`src/rtl/keypad_pkg.sv`:
```
// Shared definitions for the matrix-keypad scanner.
//   state_e        : debounce/hold FSM states
//   PHONE_MAP_TBL  : 4x4 telephone-layout code table, indexed by raw code r*4+c
//   map_key()      : raw code -> delivered key code
package keypad_pkg;

  typedef enum logic [1:0] {
    StIdle,
    StDebounce,
    StHeld,
    StRelease
  } state_e;

  // Entry i is the key code for raw index i (entry 0 is the rightmost element).
  localparam logic [15:0][3:0] PHONE_MAP_TBL = {
    4'd13, 4'd14, 4'd0,  4'd15,   // row 3
    4'd12, 4'd9,  4'd8,  4'd7,    // row 2
    4'd11, 4'd6,  4'd5,  4'd4,    // row 1
    4'd10, 4'd3,  4'd2,  4'd1     // row 0
  };

  // Telephone layout only applies when enabled and the raw index fits the table.
  function automatic int unsigned map_key(input int unsigned raw, input bit phone_en);
    if (phone_en && (raw < 32'd16)) begin
      return 32'(PHONE_MAP_TBL[raw[3:0]]);
    end
    return raw;
  endfunction

endpackage

```
`src/rtl/keypad_sync.sv`:
```
// Two-flop synchroniser for asynchronous level inputs.
//   clk_i : sampling clock
//   rst_i : synchronous active-high reset, clears both stages
//   d_i   : asynchronous input bus (W bits)
//   q_o   : synchronised bus, 2 cycles behind d_i
module keypad_sync #(
  parameter int unsigned W = 1
) (
  input  logic         clk_i,
  input  logic         rst_i,
  input  logic [W-1:0] d_i,
  output logic [W-1:0] q_o
);

  logic [W-1:0] meta_q, meta_d;
  logic [W-1:0] sync_q, sync_d;

  always_comb begin
    meta_d = d_i;
    sync_d = meta_q;
  end

  always_ff @(posedge clk_i) begin
    if (rst_i) begin
      meta_q <= '0;
      sync_q <= '0;
    end else begin
      meta_q <= meta_d;
      sync_q <= sync_d;
    end
  end

  assign q_o = sync_q;

endmodule

```
`src/rtl/keypad_scanner.sv`:
```
// Parametrised matrix-keypad scanner.
// Strobes rows one-hot, samples the synchronised columns at the end of each row dwell,
// accumulates per-frame key statistics and runs a debounce/hold/release FSM that emits
// key codes with single-cycle valid pulses and optional typematic repeat.
//   clk       : system clock (rising edge)
//   rst       : synchronous active-high reset
//   col       : raw column returns, asynchronous, active-high
//   row       : one-hot row strobe, active-high (row index r drives row[ROWS-1-r])
//   key       : code of the last accepted key, held until the next acceptance
//   key_valid : one-cycle pulse on acceptance or repeat
//   key_down  : high from acceptance until the release is debounced
//   key_up    : one-cycle pulse when the release is debounced
module keypad_scanner #(
  parameter int unsigned ROWS            = 4,
  parameter int unsigned COLS            = 4,
  parameter int unsigned SCAN_DIV        = 2500000,
  parameter int unsigned DEBOUNCE_FRAMES = 2,
  parameter int unsigned REPEAT_FRAMES   = 0,
  parameter int unsigned PHONE_MAP       = 1,
  localparam int unsigned KEY_W =
      ($clog2(ROWS * COLS) < 4) ? 4 : $clog2(ROWS * COLS)
) (
  input  logic             clk,
  input  logic             rst,
  input  logic [COLS-1:0]  col,
  output logic [ROWS-1:0]  row,
  output logic [KEY_W-1:0] key,
  output logic             key_valid,
  output logic             key_down,
  output logic             key_up
);

  import keypad_pkg::*;

  localparam int unsigned DwellW = (SCAN_DIV > 1) ? $clog2(SCAN_DIV) : 1;
  localparam int unsigned RowW   = (ROWS > 1) ? $clog2(ROWS) : 1;
  localparam int unsigned CntW   = $clog2(DEBOUNCE_FRAMES + 1);
  localparam int unsigned RepW   = (REPEAT_FRAMES > 0) ? $clog2(REPEAT_FRAMES + 1) : 1;

  localparam logic [DwellW-1:0] DwellLast = DwellW'(SCAN_DIV - 1);
  localparam logic [RowW-1:0]   LastRow   = RowW'(ROWS - 1);
  localparam logic [CntW-1:0]   DebTarget = CntW'(DEBOUNCE_FRAMES);
  localparam logic [RepW-1:0]   RepTarget = RepW'(REPEAT_FRAMES);
  localparam bit                PhoneEn   = (PHONE_MAP != 0) && (ROWS == 4) && (COLS == 4);

  // ---------------------------------------------------------------------------
  // Column synchroniser
  // ---------------------------------------------------------------------------
  logic [COLS-1:0] col_sync;

  keypad_sync #(
    .W (COLS)
  ) u_col_sync (
    .clk_i (clk),
    .rst_i (rst),
    .d_i   (col),
    .q_o   (col_sync)
  );

  // ---------------------------------------------------------------------------
  // Scan timing
  // ---------------------------------------------------------------------------
  logic [DwellW-1:0] dwell_q, dwell_d;
  logic [RowW-1:0]   row_idx_q, row_idx_d;
  logic              sample;
  logic              frame_end;

  assign sample    = (dwell_q == DwellLast);
  assign frame_end = sample && (row_idx_q == LastRow);

  always_comb begin
    dwell_d   = dwell_q + DwellW'(1);
    row_idx_d = row_idx_q;
    if (sample) begin
      dwell_d   = '0;
      row_idx_d = (row_idx_q == LastRow) ? '0 : row_idx_q + RowW'(1);
    end
  end

  always_comb begin
    row = '0;
    for (int r = 0; r < ROWS; r++) begin
      row[ROWS-1-r] = (row_idx_q == RowW'(r));
    end
  end

  // ---------------------------------------------------------------------------
  // Frame accumulation
  // ---------------------------------------------------------------------------
  logic [1:0]       acc_cnt_q, acc_cnt_d;     // asserted keys, saturating at 2
  logic [KEY_W-1:0] acc_code_q, acc_code_d;   // raw code of the last asserted key
  logic             acc_hit_q, acc_hit_d;     // candidate position seen asserted
  logic [KEY_W-1:0] cand_q, cand_d;

  // Frame totals including the row being sampled this cycle; only used when sample=1.
  logic [1:0]       frame_cnt;
  logic [KEY_W-1:0] frame_code;
  logic             frame_hit;
  logic [KEY_W-1:0] pos_code;

  always_comb begin
    frame_cnt  = acc_cnt_q;
    frame_code = acc_code_q;
    frame_hit  = acc_hit_q;
    pos_code   = '0;
    for (int c = 0; c < COLS; c++) begin
      pos_code = KEY_W'(int'(row_idx_q) * int'(COLS) + c);
      if (col_sync[COLS-1-c]) begin
        if (frame_cnt != 2'd2) begin
          frame_cnt = frame_cnt + 2'd1;
        end
        frame_code = pos_code;
        if (pos_code == cand_q) begin
          frame_hit = 1'b1;
        end
      end
    end
  end

  always_comb begin
    acc_cnt_d  = acc_cnt_q;
    acc_code_d = acc_code_q;
    acc_hit_d  = acc_hit_q;
    if (sample) begin
      if (frame_end) begin
        acc_cnt_d  = '0;
        acc_code_d = '0;
        acc_hit_d  = 1'b0;
      end else begin
        acc_cnt_d  = frame_cnt;
        acc_code_d = frame_code;
        acc_hit_d  = frame_hit;
      end
    end
  end

  // ---------------------------------------------------------------------------
  // Debounce / hold / release FSM, evaluated once per frame
  // ---------------------------------------------------------------------------
  state_e           state_q, state_d;
  logic [CntW-1:0]  cnt_q, cnt_d;
  logic [RepW-1:0]  rep_q, rep_d;
  logic [KEY_W-1:0] key_q, key_d;
  logic             key_valid_q, key_valid_d;
  logic             key_down_q, key_down_d;
  logic             key_up_q, key_up_d;
  logic             accept;
  logic             release_key;
  logic [KEY_W-1:0] accept_code;

  always_comb begin
    state_d     = state_q;
    cand_d      = cand_q;
    cnt_d       = cnt_q;
    rep_d       = rep_q;
    key_d       = key_q;
    key_valid_d = 1'b0;
    key_down_d  = key_down_q;
    key_up_d    = 1'b0;
    accept      = 1'b0;
    release_key = 1'b0;
    accept_code = cand_q;

    if (frame_end) begin
      unique case (state_q)
        StIdle: begin
          if (frame_cnt == 2'd1) begin
            cand_d = frame_code;
            if (DEBOUNCE_FRAMES <= 1) begin
              accept      = 1'b1;
              accept_code = frame_code;
            end else begin
              cnt_d   = CntW'(1);
              state_d = StDebounce;
            end
          end
        end

        StDebounce: begin
          if ((frame_cnt == 2'd1) && (frame_code == cand_q)) begin
            cnt_d = cnt_q + CntW'(1);
            if (cnt_d >= DebTarget) begin
              accept = 1'b1;
            end
          end else begin
            cnt_d   = '0;
            state_d = StIdle;
          end
        end

        StHeld: begin
          if (frame_hit) begin
            // Other keys pressed alongside the held one are ignored here.
            if (REPEAT_FRAMES > 0) begin
              rep_d = rep_q + RepW'(1);
              if (rep_d == RepTarget) begin
                key_valid_d = 1'b1;
                rep_d       = '0;
              end
            end
          end else if (DEBOUNCE_FRAMES <= 1) begin
            release_key = 1'b1;
          end else begin
            cnt_d   = CntW'(1);
            state_d = StRelease;
          end
        end

        StRelease: begin
          if (!frame_hit) begin
            cnt_d = cnt_q + CntW'(1);
            if (cnt_d >= DebTarget) begin
              release_key = 1'b1;
            end
          end else begin
            // Bounce during release: the repeat phase continues where it left off.
            state_d = StHeld;
          end
        end

        default: begin
          state_d = StIdle;
        end
      endcase
    end

    if (accept) begin
      key_d       = KEY_W'(map_key(32'(accept_code), PhoneEn));
      key_valid_d = 1'b1;
      key_down_d  = 1'b1;
      cnt_d       = '0;
      rep_d       = '0;
      state_d     = StHeld;
    end

    if (release_key) begin
      key_down_d = 1'b0;
      key_up_d   = 1'b1;
      cnt_d      = '0;
      state_d    = StIdle;
    end
  end

  // ---------------------------------------------------------------------------
  // State registers
  // ---------------------------------------------------------------------------
  always_ff @(posedge clk) begin
    if (rst) begin
      dwell_q     <= '0;
      row_idx_q   <= '0;
      acc_cnt_q   <= '0;
      acc_code_q  <= '0;
      acc_hit_q   <= 1'b0;
      cand_q      <= '0;
      state_q     <= StIdle;
      cnt_q       <= '0;
      rep_q       <= '0;
      key_q       <= '0;
      key_valid_q <= 1'b0;
      key_down_q  <= 1'b0;
      key_up_q    <= 1'b0;
    end else begin
      dwell_q     <= dwell_d;
      row_idx_q   <= row_idx_d;
      acc_cnt_q   <= acc_cnt_d;
      acc_code_q  <= acc_code_d;
      acc_hit_q   <= acc_hit_d;
      cand_q      <= cand_d;
      state_q     <= state_d;
      cnt_q       <= cnt_d;
      rep_q       <= rep_d;
      key_q       <= key_d;
      key_valid_q <= key_valid_d;
      key_down_q  <= key_down_d;
      key_up_q    <= key_up_d;
    end
  end

  assign key       = key_q;
  assign key_valid = key_valid_q;
  assign key_down  = key_down_q;
  assign key_up    = key_up_q;

endmodule

```
`config.mk`:
```
export PLATFORM = sky130hd
export DESIGN_NAME = keypad_scanner
export DESIGN_NICKNAME = d
export VERILOG_FILES = /design/src/rtl/keypad_pkg.sv /design/src/rtl/keypad_sync.sv /design/src/rtl/keypad_scanner.sv
export SDC_FILE = /design/constraint.sdc
export NUM_CORES = 1
export LEC_CHECK = 0
export BUFFER_PORTS_ARGS = -buffer_cell sky130_fd_sc_hd__buf_4
export CAP_MARGIN = 10
export CORE_MARGIN = 1
export CORE_UTILIZATION = 30
export DETAILED_ROUTE_END_ITERATION = 10
export PLACE_DENSITY = 0.46
export SYNTH_ARGS = -nofsm -noshare
export SYNTH_HDL_FRONTEND = slang
export SYNTH_SLANG_ARGS = --single-unit
```
`constraint.sdc`:
```
create_clock -name clk -period 9.35 [get_ports clk]
set_input_delay 0.935 -clock clk [delete_from_list [all_inputs] [get_ports clk]]
set_output_delay 0.935 -clock clk [all_outputs]
set_load 0.1 [all_outputs]
```
==> run_results.csv <==
group,metric,value,unit
placement,placed_area,3150,sq um
timing,hold_viol_final,0,
logic_synthesis,ys_warn_count,0,
logic_synthesis,postSynthCellCount,333,
critical_path,crit_required,9.55,ns
clocking,htree_levels,2,
floorplan,io_pins,17,
layout,fill_cells,1021,
detailed_routing,vias_per_cell,4.69,
clocking,cts_max_path_buffers,2,
global_routing,grt_pass1_vias,2156,
placement,dp_cells,464,
logic_synthesis,yosysSeqAreaShare,36.6,%
layout,drive_above_1_share,11.7,%
critical_path,crit_type,"register to register",
pwr,p_leak,0.00118,uW
floorplan,die_y,101,um
logic_synthesis,ys_ff_latch,54,
logic_synthesis,post-synth-top-count-cell,"dfxtp_1",
floorplan,die_area,10300,sq um
detailed_routing,drc,0,
logic_synthesis,synthArstFlopShare,0,%
timing,relSlewSlack,54.9,%
timing,worst_pin_slew,0.676,ns
hold_path,hold_path_class,"register to register",
critical_path,cp.arrival,4.07,ns
logic_synthesis,yosysTopAreaCellShare,36.6,%
timing,period_minus_slack,3.87,ns
global_routing,grtUsageTotal,12.5,%
detailed_routing,avgRoutedWirePerCell,12.6,um
timing,setup_slack,5.48,ns
placement,gp_congestion,0.774,
detailed_routing,drtAntennaViolNets,0,
logic_synthesis,ys_types,58,
global_routing,grt.overflow.total,0,
global_routing,grt_pass1_wl,10300,um
detailed_routing,wirelength,5950,um
clocking,clk_latency,0.31,ns
clocking,cts_tree,"built",
timing,setup_viol,0,
pwr,peakVddDrop,58.7,uV
layout,fin_nets,362,
layout,stdcell_area,3240,sq um
layout,instances_no_fill,472,
placement,hpwl,4360,um
timing,skew,0.0142,ns
logic_synthesis,syn_avg_cell_area,8.87,sq um
timing,slew_viol_final,0,
layout,diodes,0,
critical_path,critPathMaxFanout,6,
detailed_routing,drt_pass1_iterations,4,
run,drv_cap,0,
floorplan,num_rows,35,
clocking,cts_resized,0,
clocking,clkSinkCount,54,
floorplan,initial_core_util,31.5,%
pwr,p_per_area,123,nW/um^2
timing,rsz0062_at_grt,"false",
clocking,clk_pin_slew,0.11,ns
critical_path,start_kind,"register",
floorplan,coreArea,9370,sq um
clocking,cts_setup_buffers,0,
detailed_routing,drtIter0Drc,119,
critical_path,cp-end-kind,"register",
timing,tns,0,ns
global_routing,antenna_found_initial,0,
placement,dpl_worst_slack,5.53,ns
clocking,cts_root_buf,"clkbuf_8",
layout,syn2layout_area_growth,9.74,%
logic_synthesis,synth_area_leaders,"dfxtp_1 37%, ha_1 5.9%, nor2_1 5.3%, xor2_1 4.4%, xnor2_1 3.6%",
logic_synthesis,synth_enable_flop_cells,0,
global_routing,grt_max_degree,26,
logic_synthesis,syn_area,2960,sq um
clocking,numCtsBuffers,5,
logic_synthesis,yosys.area.top_type,"dfxtp_1",
clocking,ctsHoldBuffers,0,
outcome,status,"finished, final reports clean",
logic_synthesis,synth_common_cells,"54 x dfxtp_1, 42 x nor2_1, 26 x nand2_1",
logic_synthesis,ys.flop_type,"dfxtp_1",
detailed_routing,via_count,2212,
timing,fmax,259,MHz
timing,period_share,41.3,%
placement,port_buffers,16,
floorplan,fp.dieW,101,um
logic_synthesis,syn-num-nets,353,
cell usage in the layout (no fill, tap or decap), drive strengths merged, types with 6 or more instances in the layout:
cell type  synthesis  final
xor2              15     15
nor2              43     43
buf               10     16
xnor2             12     12
o21ai              9      9
nand3             13     13
nand2             27     27
ha                14     14
nor2b             13     13
inv               14     15
nor3               9      9
a21oi             11     11
nand4              9      9
mux2i             10     10
dfxtp             54     54
and3               6      6
registers in the layout, summed over array words and instances, names as in the netlist:
register           count
dwell_q               22
acc_code_q             4
accept_code            4
key                    4
u_col_sync.meta_q      4
u_col_sync.q_o         4
acc_cnt_q              2
cnt_q                  2
row_idx_q              2
state_q                2
acc_hit_q              1
key_down               1
key_up                 1
key_valid              1
area by class of cell:
class                   instances  area (sq um)  area share (%)
inverters                      14          52.6            1.62
repair buffers                 16           120            3.70
multi-input cells             251          1730            53.4
clock inverters                 3          28.8           0.887
flip-flops and latches         54          1080            33.3
clock buffers                   5          68.8            2.12
well taps                     129           161            4.98
worst paths after layout:
path / from / to / slack (ns) / cells past startpoint
hold reg to reg: u_col_sync.meta_q[1] / u_col_sync.q_o[1] / 0.44 / 1
setup reg to reg: acc_cnt_q[0] / key[3] / 5.48 / 13
setup / recovery: acc_cnt_q[0] / key[3] / 5.48 / 13
hold / removal: u_col_sync.meta_q[1] / u_col_sync.q_o[1] / 0.44 / 1
power by group:
group / leakage, uW / switching, uW / internal [uW]
registers: 0.000437 / 4.63 / 233
clock network: 0.0000502 / 83.4 / 55.7
logic: 0.000688 / 12.9 / 10.2
routing by layer:
layer | GRT usage (%) | wire, um | vias to the layer above
met5 | 0 | 0 | -
met4 | 2.34 | 29 | 0
met3 | 2.28 | 166 | 2
met2 | 21.7 | 2750 | 24
met1 | 16.3 | 3000 | 1013
li1 | - | - | 1173
worst max-delay path, cell delays in order (launching register included):
cell      delay (ns)
dfxtp_1         0.43
inv_1           0.11
ha_1            0.38
mux2_4          0.31
or3_1           0.35
o311a_1         0.13
or2_2           0.29
ha_1            0.28
and2_1          0.17
nor4b_1         0.35
and3b_1         0.42
nand4_2         0.17
a311oi_1        0.27
a211oi_1        0.08
metrics by stage:
stage | utilization, % | hold slack (ns) | total power, uW
after floorplan | - | 0.414 | 262
after global placement | 33.6 | 0.430 | 266
after detailed placement | 33.6 | 0.420 | 266
after CTS | 34.6 | 0.449 | 408
after global routing | 34.6 | 0.470 | 418
final | 34.6 | 0.445 | 400
cell families (layout without fill, tap and decap cells):
| group | count (synthesis) | after routing | synth area share (%) |
|---|---|---|---|
| and+or+nand+nor | 147 | 147 | 27.7 |
| DFF | 54 | 54 | 36.6 |
| AOI/OAI and AO/OA | 48 | 48 | 11.4 |
| buffers and inverters | 28 | 38 | 4.87 |
| xor gates and xnor gates | 27 | 27 | 8.00 |
| muxes | 15 | 15 | 5.55 |
| adders and majority gates | 14 | 14 | 5.93 |
No activity file was read; power rests on OpenSTA's default activity.
